### src/rtl/mem_req_master_pkg.sv
// Shared types and helpers for the data-memory request master.
package mem_pkg;

  typedef enum logic [1:0] {
    IDLE   = 2'd0,
    ACCESS = 2'd1,
    RESP   = 2'd2
  } state_t;

  localparam int unsigned DEF_MEMSIZE   = 64;
  localparam int unsigned RESERVED_WORD = DEF_MEMSIZE - 1;

  // Number of low address bits that select a byte within one data word.
  function automatic int unsigned byte_off_w(input int unsigned bitsize);
    return $clog2(bitsize / 8);
  endfunction

  function automatic int unsigned reserved_word(input int unsigned memsize);
    return memsize - 1;
  endfunction

endpackage

### src/rtl/mem_req_master_if.sv
// Request/response handshake and data-memory pins of the request master.
interface mem_req_master_if #(
  parameter int unsigned BITSIZE = 64,
  parameter int unsigned MEMSIZE = 64
);
  localparam int unsigned AW = $clog2(MEMSIZE);

  logic               req_valid;
  logic               req_ready;
  logic               req_write;
  logic [BITSIZE-1:0] req_addr;
  logic [BITSIZE-1:0] req_wdata;
  logic               rsp_valid;
  logic               rsp_ready;
  logic [BITSIZE-1:0] rsp_rdata;
  logic               rsp_err;
  logic [AW-1:0]      mem_addr;
  logic [BITSIZE-1:0] mem_wdata;
  logic               mem_we;
  logic               mem_re;
  logic [BITSIZE-1:0] mem_rdata;

  modport master (
    output req_valid, req_write, req_addr, req_wdata, rsp_ready,
    input  req_ready, rsp_valid, rsp_rdata, rsp_err
  );

  modport slave (
    input  req_valid, req_write, req_addr, req_wdata, rsp_ready, mem_rdata,
    output req_ready, rsp_valid, rsp_rdata, rsp_err,
    output mem_addr, mem_wdata, mem_we, mem_re
  );

  modport mem (
    input  mem_addr, mem_wdata, mem_we, mem_re,
    output mem_rdata
  );

endinterface

### src/rtl/mem_req_master_addr_check.sv
// Byte address to word index conversion with reserved/out-of-range error flag.
// Build option: MEM_REQ_MISALIGN_TRAP_EN also flags addresses not aligned to a word.
module mem_addr_check
  import mem_pkg::*;
#(
  parameter int unsigned BITSIZE = 64,
  parameter int unsigned MEMSIZE = 64
) (
  input  logic [BITSIZE-1:0]         addr,
  output logic [$clog2(MEMSIZE)-1:0] word,
  output logic                       err
);
  localparam int unsigned        AW  = $clog2(MEMSIZE);
  localparam int unsigned        OFF = byte_off_w(BITSIZE);
  localparam logic [BITSIZE-1:0] RSV = BITSIZE'(reserved_word(MEMSIZE));
`ifdef MEM_REQ_MISALIGN_TRAP_EN
  localparam logic [BITSIZE-1:0] LO_MASK = (BITSIZE'(1) << OFF) - BITSIZE'(1);
`endif

  logic [BITSIZE-1:0] w_full;

  always_comb begin
    w_full = addr >> OFF;
    word   = w_full[AW-1:0];
    // Compare the full-width index so addresses beyond the array also trap.
    err    = (w_full >= RSV);
`ifdef MEM_REQ_MISALIGN_TRAP_EN
    err    = err | ((addr & LO_MASK) != '0);
`endif
  end

endmodule

### src/rtl/mem_req_master.sv
// Initiator side of the data-memory interface: load/store requests in, memory pins out.
// Build option: MEM_REQ_MISALIGN_TRAP_EN (see mem_addr_check).
module mem_req_master
  import mem_pkg::*;
#(
  parameter int unsigned BITSIZE = 64,
  parameter int unsigned MEMSIZE = 64
) (
  input  logic            clk,
  input  logic            rst,
  mem_req_master_if.slave bus
);
  localparam int unsigned AW = $clog2(MEMSIZE);

  state_t             state;
  state_t             state_nx;
  logic               accept;
  logic               write_q;
  logic [AW-1:0]      word_q;
  logic [BITSIZE-1:0] wdata_q;
  logic [BITSIZE-1:0] rdata_q;
  logic               err_q;
  logic [AW-1:0]      chk_word;
  logic               chk_err;

  mem_addr_check #(
    .BITSIZE(BITSIZE),
    .MEMSIZE(MEMSIZE)
  ) u_addr_check (
    .addr(bus.req_addr),
    .word(chk_word),
    .err (chk_err)
  );

  always_ff @(posedge clk or negedge rst) begin
    if (!rst) state <= IDLE;
    else      state <= state_nx;
  end

  always_ff @(posedge clk or negedge rst) begin
    if (!rst) begin
      write_q <= 1'b0;
      word_q  <= '0;
      wdata_q <= '0;
      rdata_q <= '0;
      err_q   <= 1'b0;
    end else if (accept) begin
      write_q <= bus.req_write;
      word_q  <= chk_word;
      wdata_q <= bus.req_wdata;
      err_q   <= chk_err;
      if (chk_err) rdata_q <= '0;
    end else if (state == ACCESS) begin
      rdata_q <= write_q ? '0 : bus.mem_rdata;
    end
  end

  always_comb begin
    state_nx      = state;
    accept        = 1'b0;
    bus.req_ready = 1'b0;
    bus.rsp_valid = 1'b0;
    bus.mem_addr  = '0;
    bus.mem_wdata = '0;
    bus.mem_we    = 1'b0;
    bus.mem_re    = 1'b0;
    unique case (state)
      IDLE: begin
        bus.req_ready = 1'b1;
        if (bus.req_valid) begin
          accept   = 1'b1;
          state_nx = chk_err ? RESP : ACCESS;
        end
      end
      ACCESS: begin
        bus.mem_addr  = word_q;
        bus.mem_wdata = wdata_q;
        bus.mem_we    = write_q;
        bus.mem_re    = !write_q;
        state_nx      = RESP;
      end
      RESP: begin
        bus.rsp_valid = 1'b1;
        if (bus.rsp_ready) state_nx = IDLE;
      end
      default: state_nx = IDLE;
    endcase
  end

  assign bus.rsp_rdata = rdata_q;
  assign bus.rsp_err   = err_q;

endmodule

### src/flat_wrapper.sv
// flat-port wrapper written by rule: the top's interface ports become plain ports
module mem_req_master_flat import mem_pkg::*;
#(
  parameter int unsigned BITSIZE = 64,
  parameter int unsigned MEMSIZE = 64
)
  (clk, rst, bus_req_valid, bus_req_write, bus_req_addr, bus_req_wdata, bus_rsp_ready, bus_mem_rdata, bus_req_ready, bus_rsp_valid, bus_rsp_rdata, bus_rsp_err, bus_mem_addr, bus_mem_wdata, bus_mem_we, bus_mem_re);
  mem_req_master_if #(.BITSIZE(BITSIZE), .MEMSIZE(MEMSIZE)) bus_i ();
  input  logic clk;
  input  logic rst;
  input wire logic [$bits(bus_i.req_valid)-1:0] bus_req_valid;
  input wire logic [$bits(bus_i.req_write)-1:0] bus_req_write;
  input wire logic [$bits(bus_i.req_addr)-1:0] bus_req_addr;
  input wire logic [$bits(bus_i.req_wdata)-1:0] bus_req_wdata;
  input wire logic [$bits(bus_i.rsp_ready)-1:0] bus_rsp_ready;
  input wire logic [$bits(bus_i.mem_rdata)-1:0] bus_mem_rdata;
  output wire logic [$bits(bus_i.req_ready)-1:0] bus_req_ready;
  output wire logic [$bits(bus_i.rsp_valid)-1:0] bus_rsp_valid;
  output wire logic [$bits(bus_i.rsp_rdata)-1:0] bus_rsp_rdata;
  output wire logic [$bits(bus_i.rsp_err)-1:0] bus_rsp_err;
  output wire logic [$bits(bus_i.mem_addr)-1:0] bus_mem_addr;
  output wire logic [$bits(bus_i.mem_wdata)-1:0] bus_mem_wdata;
  output wire logic [$bits(bus_i.mem_we)-1:0] bus_mem_we;
  output wire logic [$bits(bus_i.mem_re)-1:0] bus_mem_re;
  assign bus_i.req_valid = bus_req_valid;
  assign bus_i.req_write = bus_req_write;
  assign bus_i.req_addr = bus_req_addr;
  assign bus_i.req_wdata = bus_req_wdata;
  assign bus_i.rsp_ready = bus_rsp_ready;
  assign bus_i.mem_rdata = bus_mem_rdata;
  assign bus_req_ready = bus_i.req_ready;
  assign bus_rsp_valid = bus_i.rsp_valid;
  assign bus_rsp_rdata = bus_i.rsp_rdata;
  assign bus_rsp_err = bus_i.rsp_err;
  assign bus_mem_addr = bus_i.mem_addr;
  assign bus_mem_wdata = bus_i.mem_wdata;
  assign bus_mem_we = bus_i.mem_we;
  assign bus_mem_re = bus_i.mem_re;
  mem_req_master #(.BITSIZE(BITSIZE), .MEMSIZE(MEMSIZE)) u_core (.clk(clk), .rst(rst), .bus(bus_i));
endmodule
### config.mk
export PLATFORM = sky130hd
export DESIGN_NAME = mem_req_master_flat
export DESIGN_NICKNAME = d
export VERILOG_FILES = /design/src/rtl/mem_req_master_pkg.sv /design/src/rtl/mem_req_master_if.sv /design/src/rtl/mem_req_master_addr_check.sv /design/src/rtl/mem_req_master.sv /design/src/flat_wrapper.sv
export SDC_FILE = /design/constraint.sdc
export NUM_CORES = 1
export LEC_CHECK = 0
export ABC_CLOCK_PERIOD_IN_PS = 3800
export BUFFER_PORTS_ARGS = -buffer_cell sky130_fd_sc_hd__clkbuf_2
export CAP_MARGIN = 15
export CORE_AREA = 2 2 132 134
export CTS_CLUSTER_SIZE = 28
export DETAILED_ROUTE_END_ITERATION = 16
export DIE_AREA = 0 0 134 136
export PLACE_DENSITY = 0.68
export SLEW_MARGIN = 20
export SYNTH_ARGS = -nofsm -noshare
export SYNTH_HDL_FRONTEND = slang
export SYNTH_SLANG_ARGS = --single-unit
### constraint.sdc
create_clock -name clk -period 3.8 [get_ports clk]
set_clock_uncertainty 0.05 [all_clocks]
set_input_delay 0.57 -clock clk [delete_from_list [all_inputs] [get_ports clk]]
set_output_delay 0.57 -clock clk [all_outputs]
set_load 0.05 [all_outputs]
* Yosys cells after proc, flatten, opt, wreduce, memory -nomap -nowiden
Cells that the tools add are included.
Storage, ports and cells: register bits 138, bits of input ports 197, output and inout bits 139, logic and storage cells 33
Cells by class: order comparisons 1, equal/unequal tests 5, multiplexer cells 16, reductions and logical operators 5
Operators with widths (count):
- 2-to-1 mux 64 bit | 5
- >= comparator 61 x 6 -> 1 bit (second input constant) | 1
- 2-to-1 mux 1 bit | 6
- 2-to-1 mux 2 bit | 3
- 2-to-1 mux 6 bit | 1
- inequality test 2 bit (second input constant) | 3
- one-hot mux 2 bit (3 select lines) | 1
- AND reduction 2 bit | 2
- == test 2 x 1 -> 1 bit (second input constant) | 1
- == test 2 bit (second input constant) | 1
- zero test 2 bit | 1
- nonzero test 2 bit | 1
- zero test 1 bit | 1

* Longest topological paths before layout
depth after elaboration 4, depth in mapped cells 6, gate-level depth less buffers 4

* Modules after synthesis
From an unflattened synthesis, not the netlist that was laid out.
Unflattened totals: cell total of the unflattened synthesis 419, area total of the unflattened synthesis 6188.4 um^2
By module, submodules not included:
- mem_req_master | instances 1, cells an instance 392, area an instance 5988.2 um^2, seq. area each 3453.3 um^2
- mem_addr_check | instances 1, cells an instance 27, area an instance 200.2 um^2, seq. area each 0.0 um^2

* Worst setup path before layout
No wires, ideal clock.
kind register to register, start point reg u_core.state[1], end point reg u_core.wdata_q[0], setup time 125 ps, data arrival time 2154 ps, required time 3625 ps, slack 1471 ps, stages on the path, launching flop included 6, path buffers 2, period minus slack after synthesis 2329 ps, path through dfrtp_1 -> nor2_1 -> and2_1 -> clkbuf_1 -> buf_2 -> mux2_2
On the way: longest elaborated chain between the ends 2
RTL lines:
- start, declared | line mem_req_master.sv:15 | state_t state;
- start signal, assigned | line mem_req_master.sv:37 | else state <= state_nx;
- zero test 2 bit | line mem_req_master.sv:67 | unique case (state)
- 2-to-1 mux 1 bit | line mem_req_master.sv:67
- end signal, assigned | line mem_req_master.sv:50 | wdata_q <= bus.req_wdata;
- end, declared | line mem_req_master.sv:20 | logic [BITSIZE-1:0] wdata_q;
Every way passes these cells. A chain may end at the register's enable or synchronous reset.

* Final worst setup path
start point reg u_core.state[0], end point out bus_mem_addr[4]
On the way: longest elaborated chain between the ends 2
RTL lines:
- == test 2 x 1 -> 1 bit | line mem_req_master.sv:67
- 2-to-1 mux 6 bit | line mem_req_master.sv:67
- end, declared | line flat_wrapper.sv:21 | output wire logic [$bits(bus_i.mem_addr)-1:0] bus_mem_addr;
Every way passes these cells.

==> results by group <==
STA
  • Setup Viol. Count Final: 0
  • Max-slew violations: 0
  • Slew headroom: 46.8%
  • Period utilization: 72.0%
  • Setup TNS: 0 ns
  • Fmax: approximately 370 MHz
  • Post-route minimum period: 2.74 ns
  • Worst-margin pin slew: 0.798 ns
  • Fin Hold WS: approximately 0.14 ns
  • Fin worst setup slack: around 1.1 ns
  • Final hold violation count: 0
  • RSZ-0062 raised after global routing: no

Global routing
  • Global Route Usage Sum: 19.5%
  • GR Overflow Total: 0
  • First-pass GRT wire length: 27900 um
  • Antenna violations before repair: 0
  • Number of global-route vias before repair: 5269
  • Pin count of the biggest net entering global routing: 87

Placed design
  • IO Port Bufs: 332
  • Placement Cell Area: between 0.008 and 0.009 mm^2
  • Setup WS pre-CTS: 1.11 ns
  • HPWL Detailed: 12600 um
  • Gpl congestion: 0.872

Synth
  • Register area share after synthesis: about 56%
  • Number of distinct library cells after synthesis: 23
  • Dominant cells by area after synthesis: dfrtp_1 56%, mux2_2 13%, a22oi_1 7.8%, and2_1 7.3%, nand2_1 3.9%
  • Synth warnings: 0
  • Leading area contributor after synthesis: dfrtp_1
  • Post-Syn Area: 0.00619 mm^2
  • Syn Nets: 746
  • Syn avg cell area: 11.3 um^2
  • #FFs+latches synth: between 100 and 150
  • Top-area cell type share of the netlist area: 55.8%
  • Synth Instances: 549

Setup path
  • WP data required: between 3 and 4 ns
  • Worst setup path start: u_core.state[0]
  • Critical path depth: 4
  • Startpoint Class: flip-flop
  • Slowest CP cell: nor2b_4
  • CP Data Arrival Time: 2.12 ns
  • Critical path type: flip-flop to output port
  • Critical path peak fanout: 50
  • Max incr delay on CP: 0.47 ns
  • Worst Reg2Reg Path Length in Cells: 5
  • Crit path max-delay family: simple AND/OR/NAND/NOR gates
  • FF-to-FF Start: u_core.state[1]
  • Bufs and invs on worst path: 2
  • CP cell instances: nor2b_4 -> buf_12 -> and2_1 -> clkbuf_2
  • Crit. End Element: output port
  • Reg2Reg Setup Slack: 1.96 ns
  • Worst flop-to-flop path endpoint: u_core.bus.rsp_rdata[52]
  • Critical Path Sink: bus_mem_addr[4]

Power
  • PwrDens: 433 mW/mm^2
  • Total power: around 0.0037 W
  • Max VDD drop: approximately 0.27 mV
  • LEAKAGE: 4.19 nW

Cells and area
  • Area Growth Syn to Fin: 39.2%
  • Nets: 1059
  • N_diodes: 0
  • Final Cell Area: 0.00862 mm^2
  • Share of cells above drive strength 1: 52.2%
  • Fillers: 1547
  • FF+latch area: 0.00345 mm^2
  • Multi-input gate area in the final layout: 0.00256 mm^2

Die
  • Die Width: 134 um
  • Core Area: between 0.015 and 0.02 mm^2
  • I/O pins: 336
  • Die Span Y: 136 um
  • Starting Density: ~37%
  • Die area: 0.0182 mm^2
  • Num rows: 48

Route
  • Met3 WL: between 2000 and 2500 um
  • WL met2: 7930 um
  • WL/cell: about 16 um
  • Via density: 4.90
  • Via count: 5379
  • Uppermost routed layer: met4
  • Post-Route M1 WL: between 7000 and 8000 um
  • DRC Markers: 0
  • DR iter-0 viols: 288
  • Initial DRT Pass Iterations: 5
  • Remaining antenna violation count: 0
  • Total Wirelength: 17900 um

Status
  • Status: finished, final reports clean

Worst hold path
  • Min-Delay Path Class: input port to asynchronous set/reset pin

Clocking
  • Maximum root-to-sink buffer count: 2
  • H-tree depth: 4
  • CTS tree: built
  • Post-CTS setup buffer count: 0
  • Clock transition at path regs: 0.06 ns
  • Post-CTS sizing: 0
  • Total CTS buffers: 17
  • CTS Hold Buffers Added: 0
  • Clock Tree Root: clkbuf_16
  • Clock latency at the later pin of the worst-skew pair: 0.41 ns
  • # clock sinks: ~140

Run
  • MaxCap Viol Count: 0
[metrics by stage]
step	cells	util, %
2_1_floorplan	549	-
3_3_place_gp	1068	47.7
3_5_place_dp	1068	47.7
4_1_cts	1098	51.1
5_1_grt	1098	51.1
6_report	1098	51.1
[layout make-up]
class	instances	share of cell area (%)
clock inverters	12	1.48
clock buffers	18	5.10
well taps	225	3.27
multi-input cells	366	29.7
repair buffers	338	20.3
inverters	1	0.0436
flip-flops and latches	138	40.1
[placed cells by master (no fill, tap or decap), types with 2 or more instances in the layout]
master	n
a22oi_1	64
and2_1	71
buf_12	3
buf_4	3
bufinv_16	2
clkbuf_16	17
clkbuf_2	331
clkinv_2	4
clkinv_4	2
clkinvlp_4	4
dfrtp_1	138
mux2_2	72
nand2_1	65
nand4_1	4
nor2b_1	3
nor4_1	12
o21ai_0	34
o21ai_1	21
o21ai_2	9
[registers in the layout, indices dropped and copies added, names as in the netlist]
name and cells:
u_core.bus.rsp_err 1, u_core.bus.rsp_rdata 64, u_core.state 2, u_core.wdata_q 64, u_core.word_q 6, u_core.write_q 1
[power breakdown]
part           internal, W  switching, W  total, W
Sequential         0.00164     0.0000814   0.00172
Clock             0.000971      0.000632   0.00160
Combinational     0.000238      0.000170  0.000408
[cells by family after synthesis]
logic type	share of synthesized area (%)
compound gates	13.9
simple gates	13.9
buf+inv	3.35
mux	13.1
flops	55.8
[how the worst min path moves through the flow]
| stage | from | end | slack (ns) | depth (start not counted) |
|---|---|---|---|---|
| after global placement | u_core.wdata_q[49] | u_core.wdata_q[49] | 0.43 | 1 |
| after floorplan | rst | u_core.bus.rsp_err | 0.22 | 0 |
| after global routing | rst | u_core.bus.rsp_rdata[16] | 0.21 | 1 |
| after CTS | rst | u_core.bus.rsp_rdata[16] | 0.18 | 1 |
| after detailed placement | u_core.wdata_q[41] | u_core.wdata_q[41] | 0.44 | 1 |
| final | rst | u_core.bus.rsp_rdata[16] | 0.14 | 1 |
[worst reg2reg max path: stages, from the launching register on]
cell	delay, ns
dfrtp_1	0.45
nand2b_2	0.24
nor2_4	0.09
buf_4	0.54
a22oi_1	0.24
o21ai_0	0.13
[per-layer routing]
layer,track usage (%),up-vias
met5,0,-
met4,5.91,0
met3,9.32,16
met2,29.3,260
met1,25.0,2532
li1,-,2571
[synth_stat cells]
master / instances
a221o_1: 1
a22oi_1: 64
and2_1: 72
buf_2: 7
buf_6: 4
clkbuf_1: 33
dfrtp_1: 138
inv_1: 1
mux2_2: 72
nand2_1: 65
nand2b_1: 1
nand4_1: 4
nor2_1: 2
nor2b_1: 4
nor3_1: 1
nor4_1: 12
nor4_2: 1
o211ai_1: 1
o21ai_0: 34
o21ai_1: 21
o21ai_2: 9
o21bai_1: 1
or4_4: 1
Note: power is estimated with default switching activity, not from simulation.
